## src/rtl/booth3_pkg.sv

```systemverilog
// Shared types and constants for the radix-8 Booth
// partial-product generator.
package booth3_pkg;

  localparam int OP_W  = 8;
  localparam int PP_W  = 10;
  localparam int N_DIG = 3;

  typedef enum logic [1:0] {
    IDLE,
    HARD,
    ENC,
    DONE
  } state_t;

  typedef struct packed {
    logic       neg;
    logic [2:0] mag;
  } digit_t;

  // Window {y[3k+2], y[3k+1], y[3k], y[3k-1]} -> signed digit.
  // A window of all ones is a zero digit, never "negative zero".
  function automatic digit_t booth_digit(input logic [3:0] win);
    digit_t     d;
    logic [2:0] p;
    p = {1'b0, win[2], 1'b0}
      + {2'b00, win[1]}
      + {2'b00, win[0]};
    if (win[3]) begin
      d.mag = 3'd4 - p;
      d.neg = (p != 3'd4);
    end else begin
      d.mag = p;
      d.neg = 1'b0;
    end
    return d;
  endfunction

endpackage

```

## src/rtl/booth3_pp_gen_enc.sv

```systemverilog
// Combinational Booth-3 digit encoder: window + multiples
// in, one's-complement partial product with s/e bits out.
module booth3_enc
  import booth3_pkg::*;
(
  input  logic [3:0]      win_i,
  input  logic [PP_W-1:0] x1_i,
  input  logic [PP_W-1:0] x2_i,
  input  logic [PP_W-1:0] x3_i,
  input  logic [PP_W-1:0] x4_i,
  output logic [PP_W-1:0] pp_o,
  output logic            s_o,
  output logic            e_o
);

  digit_t          dig;
  logic [PP_W-1:0] mag;

  // Select the multiple, invert for negative digits.
  always_comb begin
    dig = booth_digit(win_i);
    mag = '0;
    case (dig.mag)
      3'd1:    mag = x1_i;
      3'd2:    mag = x2_i;
      3'd3:    mag = x3_i;
      3'd4:    mag = x4_i;
      default: mag = '0;
    endcase
    pp_o = dig.neg ? ~mag : mag;
    s_o  = dig.neg;
    e_o  = ~pp_o[PP_W-1];
  end

endmodule

```

## src/rtl/booth3_pp_gen.sv

```systemverilog
// Sequential radix-8 partial-product generator: one Booth
// digit per cycle, bundle handed off over valid/ready.
module booth3_pp_gen
  import booth3_pkg::*;
(
  input  logic             clk,
  input  logic             rst,
  input  logic             in_valid,
  output logic             in_ready,
  input  logic [OP_W-1:0]  x,
  input  logic [OP_W-1:0]  y,
  output logic             out_valid,
  input  logic             out_ready,
  output logic [PP_W-1:0]  pp0,
  output logic [PP_W-1:0]  pp1,
  output logic [PP_W-1:0]  pp2,
  output logic [N_DIG-1:0] s,
  output logic [N_DIG-1:0] e
);

  state_t           state_q;
  logic [1:0]       k_q;
  logic [OP_W-1:0]  x_q;
  logic [OP_W-1:0]  y_q;
  logic [PP_W-1:0]  x3_q;
  logic [PP_W-1:0]  pp0_q;
  logic [PP_W-1:0]  pp1_q;
  logic [PP_W-1:0]  pp2_q;
  logic [N_DIG-1:0] s_q;
  logic [N_DIG-1:0] e_q;
  logic             in_ready_q;
  logic             out_valid_q;

  logic [PP_W-1:0]  x1;
  logic [PP_W-1:0]  x2;
  logic [PP_W-1:0]  x4;
  logic [PP_W-1:0]  x3_d;
  logic [9:0]       yx;
  logic [3:0]       win_d;
  logic [PP_W-1:0]  enc_pp;
  logic             enc_s;
  logic             enc_e;

  // Easy multiples from the registered multiplicand.
  always_comb begin
    x1   = {{(PP_W-OP_W){x_q[OP_W-1]}}, x_q};
    x2   = {x1[PP_W-2:0], 1'b0};
    x4   = {x1[PP_W-3:0], 2'b00};
    x3_d = x1 + x2;
  end

  // Pick the window for digit k; y[-1]=0, y[8]=y[7].
  always_comb begin
    yx    = {y_q[OP_W-1], y_q, 1'b0};
    win_d = yx[3:0];
    case (k_q)
      2'd1:    win_d = yx[6:3];
      2'd2:    win_d = yx[9:6];
      default: win_d = yx[3:0];
    endcase
  end

  booth3_enc u_enc (
    .win_i (win_d),
    .x1_i  (x1),
    .x2_i  (x2),
    .x3_i  (x3_q),
    .x4_i  (x4),
    .pp_o  (enc_pp),
    .s_o   (enc_s),
    .e_o   (enc_e)
  );

  // Control FSM with registered handshake and result fields.
  always_ff @(posedge clk or posedge rst) begin
    if (rst) begin
      state_q     <= IDLE;
      k_q         <= '0;
      x_q         <= '0;
      y_q         <= '0;
      x3_q        <= '0;
      pp0_q       <= '0;
      pp1_q       <= '0;
      pp2_q       <= '0;
      s_q         <= '0;
      e_q         <= '0;
      in_ready_q  <= 1'b1;
      out_valid_q <= 1'b0;
    end else begin
      unique case (state_q)
        IDLE: begin
          if (in_valid && in_ready_q) begin
            x_q        <= x;
            y_q        <= y;
            in_ready_q <= 1'b0;
            state_q    <= HARD;
          end
        end
        HARD: begin
          x3_q    <= x3_d;
          k_q     <= '0;
          state_q <= ENC;
        end
        ENC: begin
          case (k_q)
            2'd0: begin
              pp0_q  <= enc_pp;
              s_q[0] <= enc_s;
              e_q[0] <= enc_e;
            end
            2'd1: begin
              pp1_q  <= enc_pp;
              s_q[1] <= enc_s;
              e_q[1] <= enc_e;
            end
            default: begin
              pp2_q  <= enc_pp;
              s_q[2] <= enc_s;
              e_q[2] <= enc_e;
            end
          endcase
          if (k_q == 2'd2) begin
            out_valid_q <= 1'b1;
            state_q     <= DONE;
          end else begin
            k_q <= k_q + 2'd1;
          end
        end
        DONE: begin
          if (out_ready) begin
            out_valid_q <= 1'b0;
            in_ready_q  <= 1'b1;
            state_q     <= IDLE;
          end
        end
      endcase
    end
  end

  assign in_ready  = in_ready_q;
  assign out_valid = out_valid_q;
  assign pp0       = pp0_q;
  assign pp1       = pp1_q;
  assign pp2       = pp2_q;
  assign s         = s_q;
  assign e         = e_q;

endmodule
```

## config.mk

```make
export PLATFORM = sky130hd
export DESIGN_NAME = booth3_pp_gen
export DESIGN_NICKNAME = d
export VERILOG_FILES = /design/src/rtl/booth3_pkg.sv /design/src/rtl/booth3_pp_gen_enc.sv /design/src/rtl/booth3_pp_gen.sv
export SDC_FILE = /design/constraint.sdc
export NUM_CORES = 1
export LEC_CHECK = 0
export BUFFER_PORTS_ARGS = -buffer_cell sky130_fd_sc_hd__buf_2
export CAP_MARGIN = 5
export CORE_MARGIN = 2
export CORE_UTILIZATION = 60
export CTS_CLUSTER_SIZE = 24
export DETAILED_ROUTE_END_ITERATION = 16
export MAX_ROUTING_LAYER = met4
export PLACE_DENSITY = 0.95
export REMOVE_ABC_BUFFERS = 1
export SETUP_SLACK_MARGIN = 0.4
export SYNTH_ARGS = -nofsm -noshare
export SYNTH_HDL_FRONTEND = slang
export SYNTH_SLANG_ARGS = --single-unit
```

## constraint.sdc

```tcl
create_clock -name clk -period 12.11 [get_ports clk]
set_clock_uncertainty 0.15 [all_clocks]
set_input_delay 0.6055 -clock clk [delete_from_list [all_inputs] [get_ports clk]]
set_output_delay 0.6055 -clock clk [all_outputs]
set_load 0.05 [all_outputs]
```

; ---- After elaboration in Yosys (flattened, before gate mapping)
; Index checks and enable logic that the tools add are counted.
[word_totals]
out_inout_bits = 38
register_bits = 68
input_bits = 20
elab_cells = 69
[classes]
n_bitwise = 3
reduce_logical = 15
n_mux = 16
n_addsub = 5
n_eq_ne = 14
[op_table]
columns = operator, count
row1 = 10-bit one-hot mux with 4 select lines, 1
row2 = 8-bit by 9-bit adder with 10-bit output, 1
row3 = 10-bit 2-to-1 mux, 1
row4 = 10-bit inverter, 1
row5 = 2-bit AND reduction, 5
row6 = 3-bit AND reduction, 3
row7 = 2-bit 2-to-1 mux, 4
row8 = 2-bit inequality test (second input constant), 4
row9 = 2-bit one-hot mux with 4 select lines, 1
row10 = 4-bit one-hot mux with 2 select lines, 1
row11 = 2-bit equality test (second input constant), 3
row12 = 3-bit by 2-bit equality test with 1-bit output (second input constant), 2
row13 = 2-bit nonzero test, 3
row14 = 2-bit by 1-bit equality test with 1-bit output (second input constant), 2
row15 = 2-bit logical NOT, 2
row16 = 1-bit 2-to-1 mux, 4
row17 = 4-bit 2-to-1 mux, 1
row18 = 1-bit one-hot mux with 2 select lines, 2
row19 = 2-bit one-hot mux with 2 select lines, 1
row20 = 2-bit by 1-bit adder with 3-bit output, 1
row21 = 3-bit by 1-bit adder with 3-bit output, 1
row22 = 3-bit by 1-bit equality test with 1-bit output (second input constant), 1
row23 = 3-bit equality test (second input constant), 1
row24 = 3-bit inequality test (second input constant), 1
row25 = 5 further kinds, 6

; ---- Depth between registers and ports, before layout
[depth]
ltp_word = 11
ltp_mapped = 18
depth_no_buf = 15

; ---- Hierarchy
; A second synthesis with hierarchy kept.
[hier_totals]
hier_cells = 338
hier_area_um2 = 3772.4
[by_module_without_submodules]
columns = module, n_inst, area_per_inst_um2, cells_per_inst, seq_area_each_um2
row1 = booth3_pp_gen, 1, 3074.2, 232, 1702.9
row2 = booth3_enc, 1, 698.2, 106, 0.0

; ---- Worst setup path before layout
; OpenSTA, ideal clock, no wires.
[synth_timing]
path_type = register to register
from = register k_q[0]
to = register pp0_q[8] (netlist: pp0[8])
t_arrival_ns = 3.653
period_less_slack_ns = 3.946
setup_time_ns = 0.143
n_path_buf = 2
required_ns = 11.817
path_slack_ns = 8.164
stages_incl_launch_ff = 17
path_cell_list = dfrtp_1 > inv_1 > ha_1 > buf_6 > clkbuf_1 > a21oi_1 > ha_1 > ha_1 > inv_1 > ha_1 > ha_1 > nand2b_1 > a2111oi_4 > or2_2 > a2bb2oi_2 > a222oi_1 > o211ai_1
[synth_between]
elab_chain_cells = 10
word_cells_on_any_way = 17
classes_between = 3 x add/sub / 7 x eq/ne / 4 x mux / 1 x bitwise / 2 x reduce/logical
[synth_lines]
columns = element, line
row1 = from (decl), booth3_pp_gen.sv:22  ; logic [1:0] k_q;
row2 = from (signal assigned), booth3_pp_gen.sv:126  ; k_q <= k_q + 2'd1;
row3 = 2-bit equality test / 2-bit by 1-bit equality test with 1-bit output (equally long branches), booth3_pp_gen.sv:56  ; case (k_q)
row4 = 4-bit one-hot mux with 2 select lines, booth3_pp_gen.sv:56
row5 = 2-bit by 1-bit adder with 3-bit output, booth3_pkg.sv:27  ; + {2'b00, win[1]}
row6 = 3-bit by 1-bit adder with 3-bit output, booth3_pkg.sv:28  ; + {2'b00, win[0]};
row7 = 3-bit subtractor, booth3_pkg.sv:30  ; d.mag = 3'd4 - p;
row8 = 4-bit 2-to-1 mux, booth3_pkg.sv:29  ; if (win[3]) begin
row9 = "3-bit equality test, or another cell as far along", booth3_pp_gen_enc.sv:23  ; case (dig.mag)
row10 = 10-bit one-hot mux with 4 select lines, booth3_pp_gen_enc.sv:23
row11 = 10-bit inverter, booth3_pp_gen_enc.sv:30  ; pp_o = dig.neg ? ~mag : mag;
row12 = 10-bit 2-to-1 mux, booth3_pp_gen_enc.sv:30
row13 = to (signal assigned), booth3_pp_gen.sv:107  ; pp0_q <= enc_pp;
row14 = to (decl), booth3_pp_gen.sv:26  ; logic [PP_W-1:0] pp0_q;
; Parallel ways exist; a longest one is shown, timed or not.
; A chain may end at the register's enable or synchronous reset.

; ---- Final worst setup path
[layout_timing]
from = register k_q[0]
to = register pp0_q[9] (netlist: pp0[9])
; Same word-level chain as after synthesis.

==> results.py <==
metrics = {
    "run_status": {
        "outcome": "finished clean",
    },
    "floorplan": {
        "core_um2": 5990,
        "die-height_um": 83.4,
        "die_w_um": 83.4,
        "num_rows": 28,
        "die-area_um2": 6960,
        "initial_core_util_pct": 63.2,
        "io_pins": 58,
    },
    "worst_hold_path": {
        "hp-class": "reg2reg",
        "whs_path_depth": 1,
        "min_from": "s[2]",
    },
    "logic_synthesis": {
        "avgSynthCellArea_um2": 10.3,
        "synth_ff_type": "dfrtp_1",
        "syn_inst": 367,
        "synth_cell_types": 57,
        "async_flop_share_pct": 100,
        "synth_edf_count": 0,
        "syn-cell-area_um2": 3780,
        "ys_warn_count": 0,
        "seq_area_frac_synth_pct": 45.0,
        "ys_ff_latch": 68,
    },
    "clock_network": {
        "cts_setup_buffers": 0,
        "cts.htree.levels": 3,
        "cts_buffers": 9,
        "cts_tree": "done",
        "root_buffer": "clkbuf_8",
        "cts.sinks": 68,
        "clk_path_buf_depth": 2,
        "clkLatencyLatePin_ns": 0.35,
        "path_clk_slew_ns": 0.07,
        "postCtsHoldBufs": 0,
        "post_cts_resized": 0,
    },
    "sta": {
        "hold_ws_ns": 0.330,
        "hold_viol_final": 0,
        "finalSetupTns_ns": 0,
        "relSlewSlack_pct": 23.6,
        "tightest_slew_ns": 1.14,
        "setup_violations": 0,
        "period_minus_slack_ns": 4.49,
        "max_freq_mhz": 223,
        "final_max_slew_viol_count": 0,
        "min_period_over_period_pct": 37.1,
        "rsz0062_at_grt": "false",
    },
    "setup_path": {
        "cpMostUsedCell": "ha_1",
        "slowest_stage": "ha_1",
        "cp-end-kind": "flop",
        "critPathRequiredTime_ns": 12.19,
        "crit_chain": "inv_1 -> ha_1 -> a21oi_1 -> ha_1 -> ha_1 -> inv_1 -> ha_1 -> ha_1 -> nand2b_1 -> a2111oi_4 -> o21ai_1 -> nand2_1 -> o221ai_1 -> a221o_1",
        "max_stage_delay_ns": 0.70,
        "r2r_cells": 14,
        "crit_path_start": "k_q[0]",
        "r2r-start": "k_q[0]",
        "path_class": "reg2reg",
        "regToRegSetupSlack_ns": 7.62,
        "worst-path-max-fanout": 19,
        "critPathLaunchType": "flop",
        "cp_data_arrival_time_ns": 4.57,
    },
    "global_routing": {
        "grt_pass1_vias": 3011,
        "grt_pass1_wl_um": 14500,
        "grtUsageTotal_pct": 26.5,
        "overflow": 0,
        "grt_max_degree": 69,
        "grt_antenna_before_repair": 0,
    },
    "cells_and_area": {
        "area_growth_pct": 13.6,
        "nNetsFinal": 462,
        "drive_above_1_share_pct": 27.3,
        "final_common_cell": "dfrtp_1",
        "antenna_cells": 0,
        "final_util_pct": 71.8,
        "layout_common_cells": "67 x dfrtp_1, 57 x buf_2, 42 x nand2_1, 33 x o21ai_0",
        "final_cells": 500,
    },
    "drt": {
        "postRouteAntennaNets": 0,
        "dr_wl_met3_um": 630,
        "via_per_inst": 6.33,
        "num_vias": 3166,
        "highest_layer": "met4",
        "dr.pass1.iters": 5,
        "wirelength_met1_um": 3660,
        "drc": 0,
        "wl_per_cell_um": 17.5,
        "drtIter0Drc": 240,
        "wl_met2_um": 4250,
        "wirelength_um": 8740,
    },
    "placement": {
        "io_buffers": 57,
        "placedCellCount": 484,
        "gp_congestion": 0.928,
        "hpwl_um": 6120,
    },
    "job": {
        "drv_cap": 0,
    },
}
## cell usage after synthesis, types with 4 or more instances
cell | instances | area [um^2]
nor3_1 | 8 | 40.0
mux2_2 | 21 | 236
nand4_1 | 12 | 75.1
nor2_1 | 11 | 41.3
a21o_1 | 6 | 45.0
dfrtp_1 | 67 | 1680
o211ai_1 | 9 | 67.6
o21ai_0 | 33 | 165
nand2b_1 | 7 | 43.8
xnor2_1 | 10 | 87.6
clkbuf_1 | 12 | 45.0
ha_1 | 21 | 263
a21oi_1 | 9 | 45.0
nand3_1 | 4 | 20.0
o21ai_1 | 15 | 75.1
nand2_1 | 42 | 158
inv_1 | 20 | 75.1
a31oi_1 | 4 | 25.0
## layer usage
| layer | track usage (%) | up-vias |
|---|---|---|
| li1 | - | 1449 |
| met2 | 42.1 | 149 |
| met4 | 9.82 | 0 |
| met3 | 6.46 | 21 |
| met1 | 33.2 | 1547 |
| met5 | - | - |
## worst paths after layout
check                               to
worst max-delay path            pp0[9]
max in group asynchronous       pp2[3]
worst min register to register    s[2]
min in group asynchronous         s[1]
worst max register to register  pp0[9]
worst min-delay path              s[2]
## sequential cells by signal (all words and copies together) (netlist names), 3 cells and up
register and count:
y_q 8, x3_q 10, pp2 10, s 3, pp0 10, x_q 8, e 3, pp1 10
## logic make-up after synthesis
kind of cell / share of synthesized area, %
DFF: 45.0
buffers and inverters: 4.13
xor gates and xnor gates: 2.31
AOI/OAI and AO/OA: 22.2
and+or+nand+nor: 12.6
adders and majority gates: 7.47
muxes: 6.25
## critical path, delay by kind of cell, from the launching register on
kind / cells / cell delay, ns
AO/OA/AOI/OAI: 5 / 1.43
adder cells (fa/ha/maj): 5 / 1.79
buffers and inverters: 2 / 0.21
flip-flops: 1 / 0.40
AND/OR/NAND/NOR: 2 / 0.38
## through the flow
step,worst slack (ns),cell area [um^2]
floorplan,7.97,3710
global placement,7.99,4100
detailed placement,7.79,4100
CTS,7.74,4300
global route,7.34,4300
finish,7.62,4300
## area by class of cell
type / instances / area, um^2
clock buffers: 10 / 138
fillers: 443 / 1690
well taps: 75 / 93.8
clock inverters: 6 / 63.8
flip-flops and latches: 68 / 1700
multi-input cells: 262 / 1930
repair buffers: 58 / 293
inverters: 21 / 78.8
Power is not shown: default switching activity piles up to over one toggle a cycle in this logic, so the estimate is an artifact.
